`config.mk`:
```
export PLATFORM = sky130hd
export DESIGN_NAME = ballot_arbiter
export DESIGN_NICKNAME = d
export VERILOG_FILES = /design/src/rtl/ballot_arbiter_pkg.sv /design/src/rtl/ballot_arbiter_rr_pick.sv /design/src/rtl/ballot_arbiter.sv
export SDC_FILE = /design/constraint.sdc
export NUM_CORES = 1
export LEC_CHECK = 0
export ABC_AREA = 1
export CORE_UTILIZATION = 40
export DETAILED_ROUTE_END_ITERATION = 6
export GPL_TIMING_DRIVEN = 0
export PLACE_DENSITY = 0.71
export SETUP_SLACK_MARGIN = 0.2
export SLEW_MARGIN = 5
export SYNTH_ARGS = -nofsm -noshare
export SYNTH_HDL_FRONTEND = slang
export SYNTH_SLANG_ARGS = --single-unit
```
`constraint.sdc`:
```
create_clock -name clk -period 3.65 [get_ports clk]
set_clock_uncertainty 0.1 [all_clocks]
set_input_delay 1.095 -clock clk [delete_from_list [all_inputs] [get_ports clk]]
set_output_delay 1.095 -clock clk [all_outputs]
set_load 0.02 [all_outputs]
```
`src/rtl/ballot_arbiter_pkg.sv`:
```
// ballot_arbiter_pkg: shared vote-path defaults, FSM encoding and tally width.
package ballot_arbiter_pkg;
  localparam int NB_DEF = 4;
  localparam int CW_DEF = 4;
  localparam int TW = 12;
  typedef enum logic [1:0] {IDLE = 2'd0, GRANT = 2'd1, SEND = 2'd2, DONE = 2'd3} state_t;
endpackage

```
`src/rtl/ballot_arbiter_rr_pick.sv`:
```
// rr_pick: combinational round-robin selector, first eligible booth at or above rr_ptr with wrap.
module rr_pick #(
  parameter int NB = 4,
  localparam int SW = $clog2(NB)
) (
  input  logic [NB-1:0] eligible,
  input  logic [SW-1:0] rr_ptr,
  output logic [SW-1:0] winner,
  output logic          found
);
  logic [SW:0] idx;
  // Scan highest offset first so the nearest eligible booth overwrites the rest.
  always_comb begin
    winner = '0;
    found = 1'b0;
    idx = '0;
    for (int i = NB - 1; i >= 0; i--) begin
      idx = {1'b0, rr_ptr} + (SW + 1)'(i);
      idx = idx >= (SW + 1)'(NB) ? idx - (SW + 1)'(NB) : idx;
      if (eligible[idx[SW-1:0]]) begin
        winner = idx[SW-1:0];
        found = 1'b1;
      end
    end
  end
endmodule

```
`src/rtl/ballot_arbiter.sv`:
```
// ballot_arbiter: arbitrates armed booths onto a single vote path with round-robin fairness.
module ballot_arbiter
  import ballot_arbiter_pkg::*;
#(
  parameter int NB = NB_DEF,
  parameter int CW = CW_DEF,
  localparam int SW = $clog2(NB)
) (
  input  logic             clk,
  input  logic             Power,
  input  logic             Close,
  input  logic             issue,
  input  logic [SW-1:0]    issue_sel,
  input  logic [NB-1:0]    req,
  input  logic [NB*CW-1:0] cand,
  output logic [NB-1:0]    armed,
  output logic [NB-1:0]    ack,
  output logic [NB-1:0]    nack,
  output logic             vote_valid,
  output logic [CW-1:0]    vote_cand,
  input  logic             vote_ready,
  output logic             busy,
  output logic [TW-1:0]    vote_total
);
  state_t state_q, state_d;
  logic [SW-1:0] rr_q, rr_d, win_q, win_d, winner;
  logic [CW-1:0] code_q, code_d;
  logic [NB-1:0] armed_q, armed_d, eligible;
  logic [TW-1:0] total_q, total_d;
  logic found, issue_ok;
  assign eligible = Close ? '0 : req & armed_q;
  rr_pick #(.NB(NB)) u_pick (.eligible(eligible), .rr_ptr(rr_q), .winner(winner), .found(found));
  assign busy = state_q != IDLE;
  assign vote_valid = state_q == SEND;
  assign vote_cand = vote_valid ? code_q : '0;
  assign ack = state_q == DONE ? NB'(1) << win_q : '0;
  assign nack = (state_q == GRANT && code_q == '0) ? NB'(1) << win_q : '0;
  assign armed = armed_q;
  assign vote_total = total_q;
  // The current winner cannot be re-armed until it has been disarmed on the way out of DONE.
  assign issue_ok = issue && !Close && !armed_q[issue_sel] && ({1'b0, issue_sel} < (SW + 1)'(NB))
                    && !(busy && issue_sel == win_q);
  always_comb begin
    state_d = state_q;
    rr_d = rr_q;
    win_d = win_q;
    code_d = code_q;
    armed_d = armed_q;
    total_d = total_q;
    case (state_q)
      IDLE: if (found) begin
        state_d = GRANT;
        win_d = winner;
        code_d = cand[winner*CW +: CW];
      end
      GRANT: state_d = code_q == '0 ? IDLE : SEND;
      SEND: state_d = vote_ready ? DONE : SEND;
      DONE: begin
        state_d = IDLE;
        armed_d[win_q] = 1'b0;
        total_d = total_q + TW'(total_q != '1);
        rr_d = win_q == SW'(NB - 1) ? '0 : win_q + 1'b1;
      end
      default: state_d = IDLE;
    endcase
    if (issue_ok) armed_d[issue_sel] = 1'b1;
  end
  always_ff @(posedge clk or posedge Power) begin
    if (Power) begin
      state_q <= IDLE;
      rr_q <= '0;
      win_q <= '0;
      code_q <= '0;
      armed_q <= '0;
      total_q <= '0;
    end else begin
      state_q <= state_d;
      rr_q <= rr_d;
      win_q <= win_d;
      code_q <= code_d;
      armed_q <= armed_d;
      total_q <= total_d;
    end
  end
endmodule

```
After elaboration in Yosys (flattened, before gate mapping)
Index checks and enable logic that the tools add are counted.
{ "word_totals": {"register_bits": 26, "in_bits": 27, "output_inout_bits": 30, "elab_cells": 91} }
{ "classes": {"n_addsub": 9, "order_cmp": 12, "n_eq_ne": 7, "shifts": 2, "muxes": 37, "bitwise_logic": 4, "reduce_logical": 14} }
{ "ops": {"columns": ["operator", "n"], "rows": [
  ["$mux 4", 6],
  ["$mux 2", 11],
  ["$lt 2x3->1 const B", 6],
  ["$shiftx 16x5->4", 1],
  ["$add 12x1->12", 1],
  ["$mux 1", 12],
  ["$ne 12x12->1 const B", 1],
  ["$bmux 1 s2", 5],
  ["$ge 3x3->1 const B", 3],
  ["$and 4x4->4", 2],
  ["$pmux 2 s4", 1],
  ["$sub 2x1->2 const B", 4],
  ["$logic_and 1x1->1", 7],
  ["$add 2x2->3 const B", 2],
  ["$eq 2x2->1 const B", 3],
  ["$demux 1 s2", 2],
  ["$ge 2x1->1 const B", 2],
  ["$logic_not 4->1", 1],
  ["$not 4->4", 1],
  ["$or 4x4->4", 1],
  ["$shl 1x2->4 const A", 1],
  ["$add 2x1->3 const B", 1],
  ["$ge 2x3->1 const B", 1],
  ["$logic_not 1->1", 3],
  ["7 further kinds", 7]
]} }

Longest topological paths before layout
Gate-level depths: netlist of the first run.
{ "depth": {"word_depth": 11, "ltp_mapped": 14, "ltp_nobuf": 14} }

By module
A second synthesis of the first run with hierarchy kept.
{ "hier_totals": {"hier_cells": 271, "hier_area_um2": 1843.0} }
{ "modules_own_cells": {"columns": ["module", "n_inst", "cells_each", "area_each_um2", "seq_area_each_um2"], "rows": [
  ["ballot_arbiter", 1, 227, 1627.8, 650.6],
  ["rr_pick", 1, 44, 215.2, 0.0]
]} }

Least setup slack after synthesis of the first run
No wires, ideal clock.
{ "synth_path": {"path_kind": "register to output", "startpoint": "register state_q[0]", "endpoint": "output port vote_cand[0]", "arrival_time_ps": 1234, "required_time_ps": 2455, "setup_slack_ps": 1221, "path_stages_with_launch": 4, "path_buffers": 0, "path_cell_list": "dfrtp_1 -> nor2_1 -> inv_1 -> nor2_1"} }
{ "synth_between": {"elab_chain_len": 2} }
{ "synth_rtl": {"columns": ["item", "line_no", "text"], "rows": [
  ["start: declaration", "ballot_arbiter.sv:25", "state_t state_q, state_d;"],
  ["start signal: assignment", "ballot_arbiter.sv:77", "state_q <= state_d;"],
  ["$eq 2x2->1", "ballot_arbiter.sv:34", "assign vote_valid = state_q == SEND;"],
  ["named net vote_valid", "ballot_arbiter.sv:19", "output logic vote_valid,"],
  ["$mux 4", "ballot_arbiter.sv:35", "assign vote_cand = vote_valid ? code_q : '0;"],
  ["end: declaration", "ballot_arbiter.sv:20", "output logic [CW-1:0] vote_cand,"]
]} }
The timed path passes the listed nets, and every way through them passes these cells.

Final worst setup path of the first run
{ "layout_path": {"startpoint": "register code_q[0]", "endpoint": "output port nack[1]"} }
{ "layout_between": {"elab_chain_len": 3} }
{ "layout_rtl": {"columns": ["item", "line_no", "text"], "rows": [
  ["start: declaration", "ballot_arbiter.sv:27", "logic [CW-1:0] code_q, code_d;"],
  ["start signal: assignment", "ballot_arbiter.sv:80", "code_q <= code_d;"],
  ["$logic_not 4->1", "ballot_arbiter.sv:37", "assign nack = (state_q == GRANT && code_q == '0) ? NB'(1) << win_q : '0;"],
  ["$logic_and 1x1->1", "ballot_arbiter.sv:37", null],
  ["$mux 4", "ballot_arbiter.sv:37", null],
  ["end: declaration", "ballot_arbiter.sv:18", "output logic [NB-1:0] nack,"]
]} }
No other way between the ends.

==> results of run 1 <==
## cell usage in the layout (no fill, tap or decap), drive strengths merged, types with 6 or more instances in the layout
master	netlist	layout
a21oi	6	6
clkdlybuf4s50	0	56
dfrtp	26	26
ha	6	6
inv	42	42
nand2	52	52
nand3	26	26
nor2	27	27
o21ai	14	14
xor2	8	8
## where the power goes
group          switching (mW)  internal (mW)  leakage, nW
sequential              0.120          0.396        0.325
combinational           0.671          0.505        0.800
clock                  0.0923          0.147       0.0357
## state kept, by name, summed over array words and instances (netlist names), named ones only
| name | cells |
|---|---|
| vote_total | 12 |
| armed | 4 |
| code_q | 4 |
| rr_q | 2 |
| win_q | 2 |
| state_q | 1 |
## layout make-up
| type | count | area (sq um) |
|---|---|---|
| fill | 394 | 1650 |
| multi-input combinational | 162 | 870 |
| sequential | 26 | 651 |
| timing repair buffer | 56 | 561 |
| inverter | 42 | 158 |
| tap | 50 | 62.6 |
| clock buffer | 3 | 41.3 |
| buffer | 4 | 37.5 |
| clock inverter | 1 | 30.0 |
## metal layers
metal  part of all wire, %  vias to the layer above  track usage (%)
met3                   2.8                        4             2.36
met4                  0.92                        0             5.59
met2                    50                       39             32.4
li1                      -                      858                -
met5                     0                        -                0
met1                    47                      761             23.1
## logic make-up (layout without fill, tap and decap cells)
group                    after synthesis  count (layout)
AO/OA/AOI/OAI                         26              26
XOR/XNOR                              10              10
adder cells (fa/ha/maj)                6               6
buffers and inverters                 46             106
flip-flops                            26              26
multiplexers                           2               2
AND/OR/NAND/NOR                      118             118
## stage by stage
stage | hold WS (ns) | power (mW) | worst slack, ns | util, % | cells
floorplan | 0.372 | 1.34 | 1.22 | - | 234
global placement | 0.386 | 1.68 | 0.671 | 57.6 | 340
detailed placement | 0.391 | 1.70 | 0.629 | 57.6 | 340
CTS | 0.405 | 1.95 | 0.397 | 59.4 | 344
global route | 0.442 | 2.13 | 0.237 | 59.4 | 344
finish | 0.404 | 1.93 | 0.418 | 59.4 | 344
## worst paths after layout
kind                               start        endpoint  slack (ns)  depth (start not counted)
setup / recovery               code_q[0]         nack[1]        0.42                          4
hold / removal             vote_total[6]   vote_total[6]        0.40                          1
setup reg to reg           vote_total[4]  vote_total[11]        1.63                         11
hold reg to reg            vote_total[6]   vote_total[6]        0.40                          1
max in group asynchronous          Power   vote_total[7]        1.58                          2
min in group asynchronous          Power   vote_total[5]        1.26                          2
## worst register-to-register path, delay by kind of cell, from the launching register on
family	cells	cell delay [ns]
DFF	1	0.43
buffers and inverters	2	0.12
xor gates and xnor gates	1	0.16
adders and majority gates	1	0.16
and+or+nand+nor	7	0.95
==> run_results.csv, run 1 <==
group,metric,value,unit
sta,final.min_clock_period,3.23,ns
critical_path,crit_chain,"nor4_1 -> nand3_1 -> nor2_1 -> clkdlybuf4s50_1",
place,place_area,2340,sq um
global_routing,overflow,0,
sta,worstMarginPinSlew,1.00,ns
route,ant_nets,0,
synth,synth_nets,267,
global_routing,grt_start_max_net_pins,27,
place,place_congestion,0.798,
critical_path,cp-start-kind,"flop",
sta,rsz0062_at_grt,"false",
job,cap_violations,0,
synth,synth_seq_area_share,37.9,%
synth,synth.avg_cell_area,7.33,sq um
synth,synth_xor_xnor_area_share,5.11,%
cells_and_area,antenna_cells,0,
synth,ys_types,31,
sta,setup_violations,0,
clock_network,root_buffer,"clkbuf_8",
route,vias,1662,
clock_network,clockBufferDepth,2,
route,drtIter0Drc,62,
sta,timing.slew.headroom,33.2,%
place,hpwl,3070,um
cells_and_area,finalNetCount,328,
floorplan,die_h,67.5,um
sta,hold_violations,0,
critical_path,crit_family,"simple AND/OR/NAND/NOR gates",
floorplan,rows,23,
synth,ys.flop_type,"dfrtp_1",
clock_network,post_cts_buffers,0,
synth,synth_fa_ha_area_share,4.38,%
pwr,ir_drop,0.476,mV
global_routing,grt_pass1_wl,6480,um
route,wl_per_cell,11.1,um
floorplan,core,4060,sq um
sta,post-route-period-util,88.6,%
cells_and_area,drive_gt1_share,5.44,%
synth,async_flop_share,100,%
clock_network,clk_latency,0.27,ns
clock_network,cts_buffers,3,
synth,synthTopCellsByCount,"nand2_1, inv_1, dfrtp_1, nor2_1, nand3_1",
synth,synth_top_family_by_area,"simple AND/OR/NAND/NOR gates",
synth,synth.most_common_cell,"nand2_1",
status,status,"completed",
worst_hold_path,hold_class,"flop to flop",
synth,yosys.area_share.simple,31.3,%
synth,syn_area,1720,sq um
synth,synth_edf_count,0,
synth,synth_area_leaders,"dfrtp_1, nand2_1, inv_1",
floorplan,die_w,67.5,um
synth,synth_compound_area_share,8.61,%
place,portBuffers,56,
sta,fmax,309,MHz
cells_and_area,area_delta_synth_final,40.5,%
synth,yosysTopAreaCellShare,37.9,%
floorplan,dieArea,4550,sq um
route,finalWirelength,3830,um
route,drc_errors,0,
critical_path,cp_max_fo,4,
pwr,p_leak,1.16,nW
synth,ys_warn_count,0,
global_routing,grt_use_total,18.4,%
clock_network,cts_hold_buf,0,
clock_network,cts_resized,0,
cells_and_area,fin_area,2410,sq um
critical_path,crit_slowest_cell,"clkdlybuf4s50_1",
critical_path,path_buf_inv,1,
global_routing,grt_pass1_vias,1500,
floorplan,ios,57,
sta,drv_slew,0,
clock_network,h-tree-depth,1,
route,drt-pass1-iter-count,4,
route,vias_per_cell,4.83,
critical_path,cp-end-kind,"output port",
clock_network,cts.sinks,26,
global_routing,antenna_found_initial,0,
floorplan,start_util,42.3,%
clock_network,cts_tree,"yes",
critical_path,arrival,2.04,ns
synth,synthMuxAreaShare,1.31,%
sta,fin_tns_setup,0,ns
synth,postSynthCellCount,234,
clock_network,path_clk_slew,0.09,ns
critical_path,critPathMaxStageDelay,0.62,ns
synth,synth-seq-cells,26,
critical_path,required,2.45,ns
pwr,p_per_area,801,nW/um^2
synth,synth_top_area_cell,"dfrtp_1",
critical_path,critical_path_class,"flop to output port",
No activity file was read; power rests on OpenSTA's default activity.
==> run 2: changes to the inputs <==
--- a/config.mk
+++ b/config.mk
@@ -7,9 +7,10 @@
 export LEC_CHECK = 0
 export ABC_AREA = 1
 export CORE_UTILIZATION = 40
+export CTS_BUF_LIST = sky130_fd_sc_hd__clkbuf_2 sky130_fd_sc_hd__clkbuf_4 sky130_fd_sc_hd__clkbuf_8
 export DETAILED_ROUTE_END_ITERATION = 6
 export GPL_TIMING_DRIVEN = 0
-export PLACE_DENSITY = 0.71
+export PLACE_DENSITY = 0.74
 export SETUP_SLACK_MARGIN = 0.2
 export SLEW_MARGIN = 5
 export SYNTH_ARGS = -nofsm -noshare
==> constraint.sdc (replaced) <==
create_clock -name clk -period 2.9 [get_ports clk]
set_clock_uncertainty 0.1 [all_clocks]
set_input_delay 0.87 -clock clk [delete_from_list [all_inputs] [get_ports clk]]
set_output_delay 0.87 -clock clk [all_outputs]
set_load 0.02 [all_outputs]
==> run_results.csv, run 2 (synthesized netlist as in run 1, its figures left out) <==
group,metric,value,unit
place,pre_cts_ws,0.0744,ns
clock_network,h-tree-depth,1,
critical_path,reg2reg_to,"vote_total[11]",
critical_path,cp-start-kind,"flop",
global_routing,overflow,0,
cells_and_area,finalNetCount,328,
route,drt-pass1-iter-count,5,
route,drtIter0Drc,51,
sta,setup_violations,0,
route,wl_per_cell,11.3,um
cells_and_area,antenna_cells,0,
cells_and_area,drive_gt1_share,8.16,%
cells_and_area,mostFrequentLayoutCell,"nand2_1",
pwr,power_frac_seq,27.1,%
floorplan,core,4060,sq um
worst_hold_path,hold_class,"flop to flop",
worst_hold_path,hold_end,"vote_total[6]",
route,ant_nets,0,
critical_path,crit_family,"simple AND/OR/NAND/NOR gates",
job,cap_violations,0,
cells_and_area,layout_common_cells,"nand2_1, clkdlybuf4s50_1, inv_1",
worst_hold_path,min_from,"vote_total[6]",
cells_and_area,area_delta_synth_final,41.0,%
clock_network,cts_hold_buf,0,
clock_network,cts_tree,"yes",
sta,timing.slew.headroom,35.7,%
sta,post-route-period-util,89.2,%
sta,worstMarginPinSlew,0.963,ns
critical_path,reg2regPathDepth,11,
clock_network,cts_buffers,3,
clock_network,clk_latency,0.27,ns
global_routing,grt_pass1_vias,1603,
status,status,"completed",
pwr,power_frac_clock,12.2,%
cells_and_area,fin_cells,344,
floorplan,ios,57,
sta,fin_tns_setup,0,ns
floorplan,die_w,67.5,um
route,drc_errors,0,
critical_path,cp-end-kind,"output port",
cells_and_area,fill_cells,388,
pwr,p_int,1.31,mW
pwr,combPwrFrac,60.7,%
floorplan,dieArea,4550,sq um
place,portBuffers,56,
critical_path,reg2reg_slack,0.87,ns
place,placed_cells,340,
global_routing,grt_use_total,19.7,%
sta,hold_violations,0,
floorplan,start_util,42.3,%
place,hpwl,3130,um
cells_and_area,largest_reg_flops,12,
critical_path,path_buf_inv,1,
cells_and_area,seqCellArea,651,sq um
sta,drv_slew,0,
route,vias,1650,
critical_path,cp_max_fo,4,
floorplan,rows,23,
global_routing,antenna_found_initial,0,
pwr,ir_drop,0.828,mV
place,place_congestion,0.823,
critical_path,critical_path_class,"flop to output port",
global_routing,grt_start_max_net_pins,27,
pwr,netSwitchingPower,1.14,mW
critical_path,required,1.93,ns
critical_path,critPathMaxStageDelay,0.43,ns
clock_network,clockBufferDepth,2,
worst_hold_path,hold_depth,1,
critical_path,arrival,1.62,ns
sta,rsz0062_at_grt,"true",
critical_path,crit_chain,"nor4_4 -> nand3_2 -> nor2_1 -> clkdlybuf4s15_1",
sta,setup_ws,0.313,ns
global_routing,grt_pass1_wl,6810,um
sta,fmax,387,MHz
critical_path,crit_slowest_cell,"dfrtp_1",
clock_network,root_buffer,"clkbuf_8",
sta,final.min_clock_period,2.59,ns
route,vias_per_cell,4.80,
critical_path,r2r-start,"vote_total[4]",
clock_network,cts.sinks,26,
pwr,swShare,46.5,%
cells_and_area,multi_input_area,897,sq um
floorplan,die_h,67.5,um
route,finalWirelength,3890,um
clock_network,path_clk_slew,0.09,ns
pwr,p_per_area,1010,nW/um^2
pwr,p_leak,1.21,nW
run 2: final cells by class:
cell class,instances,share of cell area [%]
Buffer,4,1.60
Tap cell,50,2.59
Multi-Input combinational cell,162,37.1
Clock buffer,3,1.71
Clock inverter,1,1.24
Timing Repair Buffer,56,22.3
Inverter,42,6.52
Sequential cell,26,26.9
run 2: power by group through the flow:
| stage | Sequential (mW) | Clock, mW | Combinational [mW] |
|---|---|---|---|
| after floorplan | 0.686 | 0 | 0.996 |
| after global placement | 0.647 | 0 | 1.46 |
| after detailed placement | 0.648 | 0 | 1.50 |
| after CTS | 0.650 | 0.305 | 1.49 |
| after global routing | 0.689 | 0.317 | 1.68 |
| final | 0.665 | 0.300 | 1.49 |
run 2: worst max-delay path by stage:
stage | end | cells after the start | slack [ns] | from
floorplan | vote_cand[0] | 3 | 0.70 | state_q[0]
global placement | code_q[2] | 12 | 0.14 | Close
detailed placement | code_q[1] | 12 | 0.07 | Close
CTS | nack[3] | 4 | 0.24 | code_q[0]
global route | nack[0] | 4 | 0.16 | code_q[0]
finish | nack[2] | 4 | 0.31 | code_q[0]
run 2: layer usage:
layer	up-vias	track usage, %	part of all wire [%]
met5	-	0	0
met4	0	8.78	1.7
met3	5	2.03	4.3
met2	47	33.0	47
met1	735	25.2	46
li1	863	-	-
run 2: timing repair:
| action | in CTS | in global routing |
|---|---|---|
| setup buffers | 0 | 0 |
| pin swaps | 1 | 0 |
| endpoints found under the setup margin | 12 | 11 |
| resized for setup | 16 | 10 |
run 2: metrics by stage:
| stage | area (sq um) | power [mW] | hold WS [ns] | util [%] |
|---|---|---|---|---|
| 6_report | 2420 | 2.45 | 0.408 | 59.6 |
| 5_1_grt | 2420 | 2.69 | 0.433 | 59.6 |
| 4_1_cts | 2410 | 2.44 | 0.406 | 59.4 |
| 3_5_place_dp | 2340 | 2.15 | 0.393 | 57.6 |
| 3_3_place_gp | 2340 | 2.11 | 0.384 | 57.6 |
| 2_1_floorplan | 1720 | 1.68 | 0.372 | - |
==> run 3: changes to the inputs <==
--- a/config.mk
+++ b/config.mk
@@ -5,12 +5,11 @@
 export SDC_FILE = /design/constraint.sdc
 export NUM_CORES = 1
 export LEC_CHECK = 0
-export ABC_AREA = 1
 export CORE_UTILIZATION = 40
 export CTS_BUF_LIST = sky130_fd_sc_hd__clkbuf_2 sky130_fd_sc_hd__clkbuf_4 sky130_fd_sc_hd__clkbuf_8
 export DETAILED_ROUTE_END_ITERATION = 6
 export GPL_TIMING_DRIVEN = 0
-export PLACE_DENSITY = 0.74
+export PLACE_DENSITY = 0.77
 export SETUP_SLACK_MARGIN = 0.2
 export SLEW_MARGIN = 5
 export SYNTH_ARGS = -nofsm -noshare
==> run_results.csv, run 3 <==
group,metric,value,unit
critical_path,cp-start-kind,"flop",
cells_and_area,fill_cells,326,
synth,syn_area,1520,sq um
cells_and_area,layout_common_cells,"clkdlybuf4s50_1, nand2_1, dfrtp_1",
pwr,ir_drop,0.333,mV
status,status,"completed",
synth,synth_nets,191,
sta,worstMarginPinSlew,1.01,ns
floorplan,ios,57,
synth,async_flop_share,100,%
floorplan,core,3660,sq um
cells_and_area,mostFrequentLayoutCell,"clkdlybuf4s50_1",
route,finalWirelength,3490,um
pwr,power,1.71,mW
job,cap_violations,0,
critical_path,crit_chain,"or4_4 -> nor3b_4 -> buf_4 -> and2_4 -> buf_6",
synth,ys_warn_count,0,
cells_and_area,largest_reg_flops,12,
route,wl_per_cell,13.0,um
global_routing,grt_pass1_wl,6120,um
clock_network,h-tree-depth,1,
global_routing,antenna_found_initial,0,
synth,yosysTopAreaCellShare,42.9,%
sta,fmax,358,MHz
cells_and_area,multi_input_area,845,sq um
route,vias,1378,
global_routing,overflow,0,
synth,synth_edf_count,0,
sta,post-route-period-util,96.4,%
sta,holdWs,0.400,ns
critical_path,critical_path_class,"flop to output port",
critical_path,arrival,1.82,ns
synth,synthTopCellsByCount,"nand2_1, dfrtp_1, and2_1",
route,drt-pass1-iter-count,4,
synth,synth_seq_area_share,42.9,%
clock_network,root_buffer,"clkbuf_8",
floorplan,die_w,63.6,um
critical_path,cp-end-kind,"output port",
floorplan,rows,22,
cells_and_area,antenna_cells,0,
critical_path,path_buf_inv,2,
sta,setup_violations,0,
clock_network,cts.sinks,26,
critical_path,cp_max_fo,3,
critical_path,crit_family,"simple AND/OR/NAND/NOR gates",
clock_network,cts_tree,"yes",
synth,synth_top_area_cell,"dfrtp_1",
route,drc_errors,0,
clock_network,cts_hold_buf,0,
clock_network,cts_buffers,3,
global_routing,grt_use_total,19.1,%
place,hpwl,2610,um
clock_network,clockBufferDepth,2,
sta,hold_violations,0,
route,drtIter0Drc,68,
critical_path,critPathMaxStageDelay,0.54,ns
cells_and_area,drive_gt1_share,15.8,%
sta,drv_slew,0,
global_routing,grt_start_max_net_pins,27,
clock_network,clk_latency,0.26,ns
route,vias_per_cell,5.12,
place,portBuffers,56,
synth,postSynthCellCount,158,
cells_and_area,finalNetCount,256,
pwr,p_leak,1.13,nW
synth,synth.most_common_cell,"nand2_1",
sta,final.min_clock_period,2.79,ns
synth,synth_area_leaders,"dfrtp_1, nand2_1, mux2i_1",
floorplan,start_util,41.4,%
pwr,p_per_area,757,nW/um^2
critical_path,required,1.93,ns
critical_path,crit_slowest_cell,"or4_4",
synth,ys.flop_type,"dfrtp_1",
place,place_congestion,0.735,
cells_and_area,area_delta_synth_final,49.1,%
sta,rsz0062_at_grt,"true",
sta,timing.slew.headroom,32.5,%
synth,ys_types,39,
floorplan,die_h,63.6,um
synth,synth-seq-cells,26,
floorplan,dieArea,4040,sq um
route,ant_nets,0,
synth,synth.avg_cell_area,9.60,sq um
clock_network,path_clk_slew,0.09,ns
cells_and_area,seqCellArea,656,sq um
global_routing,grt_pass1_vias,1262,
worst_hold_path,hold_class,"flop to flop",
==> run 3: cell count changes after synthesis, moves of 5 or more <==
cell      previous run  this run
a21oi_1              6         0
nand3_1             24         6
mux2i_1              0         8
nor2_1              26         7
nand2_1             49        32
and2_1               0        10
o221ai_1             0         5
xnor2_1              2         8
o21ai_0             14         2
inv_1               41         9
==> run 3: timing repair <==
action	in CTS	in global routing
resized for setup	33	14
pin swaps	4	3
buffers inserted	2	2
endpoints found under the setup margin	13	11
==> run 3: where the power goes <==
group / internal, mW / switching, mW / leakage, nW
clock network: 0.0930 / 0.107 / 0.0216
registers: 0.482 / 0.146 / 0.329
logic: 0.451 / 0.431 / 0.779
total: 1.03 / 0.685 / 1.13
==> run 3: layout make-up <==
class | instances | share of cell area [%]
flip-flops and latches | 26 | 29.0
well taps | 48 | 2.66
repair buffers | 60 | 26.7
plain buffers | 3 | 0.941
inverters | 9 | 1.49
multi-input cells | 120 | 37.4
clock buffers | 3 | 1.83
==> run 3: kinds of logic (layout without fill, tap and decap cells) <==
family | Yosys count | after routing | synth area share (%)
mux | 9 | 9 | 6.77
simple gates | 72 | 72 | 24.2
xor+xnor | 12 | 12 | 6.93
flops | 26 | 26 | 42.9
compound gates | 21 | 21 | 10.7
buf+inv | 12 | 75 | 3.55
fa+ha+maj | 6 | 6 | 4.95
==> run 3: worst paths after layout <==
| kind | startpoint | to | slack [ns] | cells after the start |
|---|---|---|---|---|
| setup / recovery | code_q[1] | nack[3] | 0.11 | 5 |
| hold / removal | vote_total[11] | vote_total[11] | 0.40 | 1 |
| setup reg to reg | vote_total[4] | vote_total[10] | 0.60 | 9 |
| hold reg to reg | vote_total[11] | vote_total[11] | 0.40 | 1 |
| max in group asynchronous | Power | win_q[0] | 0.98 | 2 |
| min in group asynchronous | Power | vote_total[7] | 1.04 | 2 |
==> run 3: layer usage <==
metal  vias up  wire [um]  track usage, %
li1        680          -               -
met1       651       1600            24.7
met2        42       1710            33.2
met3         5        160            2.72
met4         0         29            4.26
met5         -          0               0
==> run 3: metrics by stage <==
stage               area [sq um]  util, %  worst slack (ns)  instances  setup TNS, ns
global route                2260     61.8            0.0253        269              0
floorplan                   1520        -             0.489        158              0
detailed placement          2140     58.4            -0.227        262         -0.872
global placement            2140     58.4            -0.252        262         -0.963
finish                      2260     61.8             0.105        269              0
CTS                         2210     60.4            0.0733        267              0
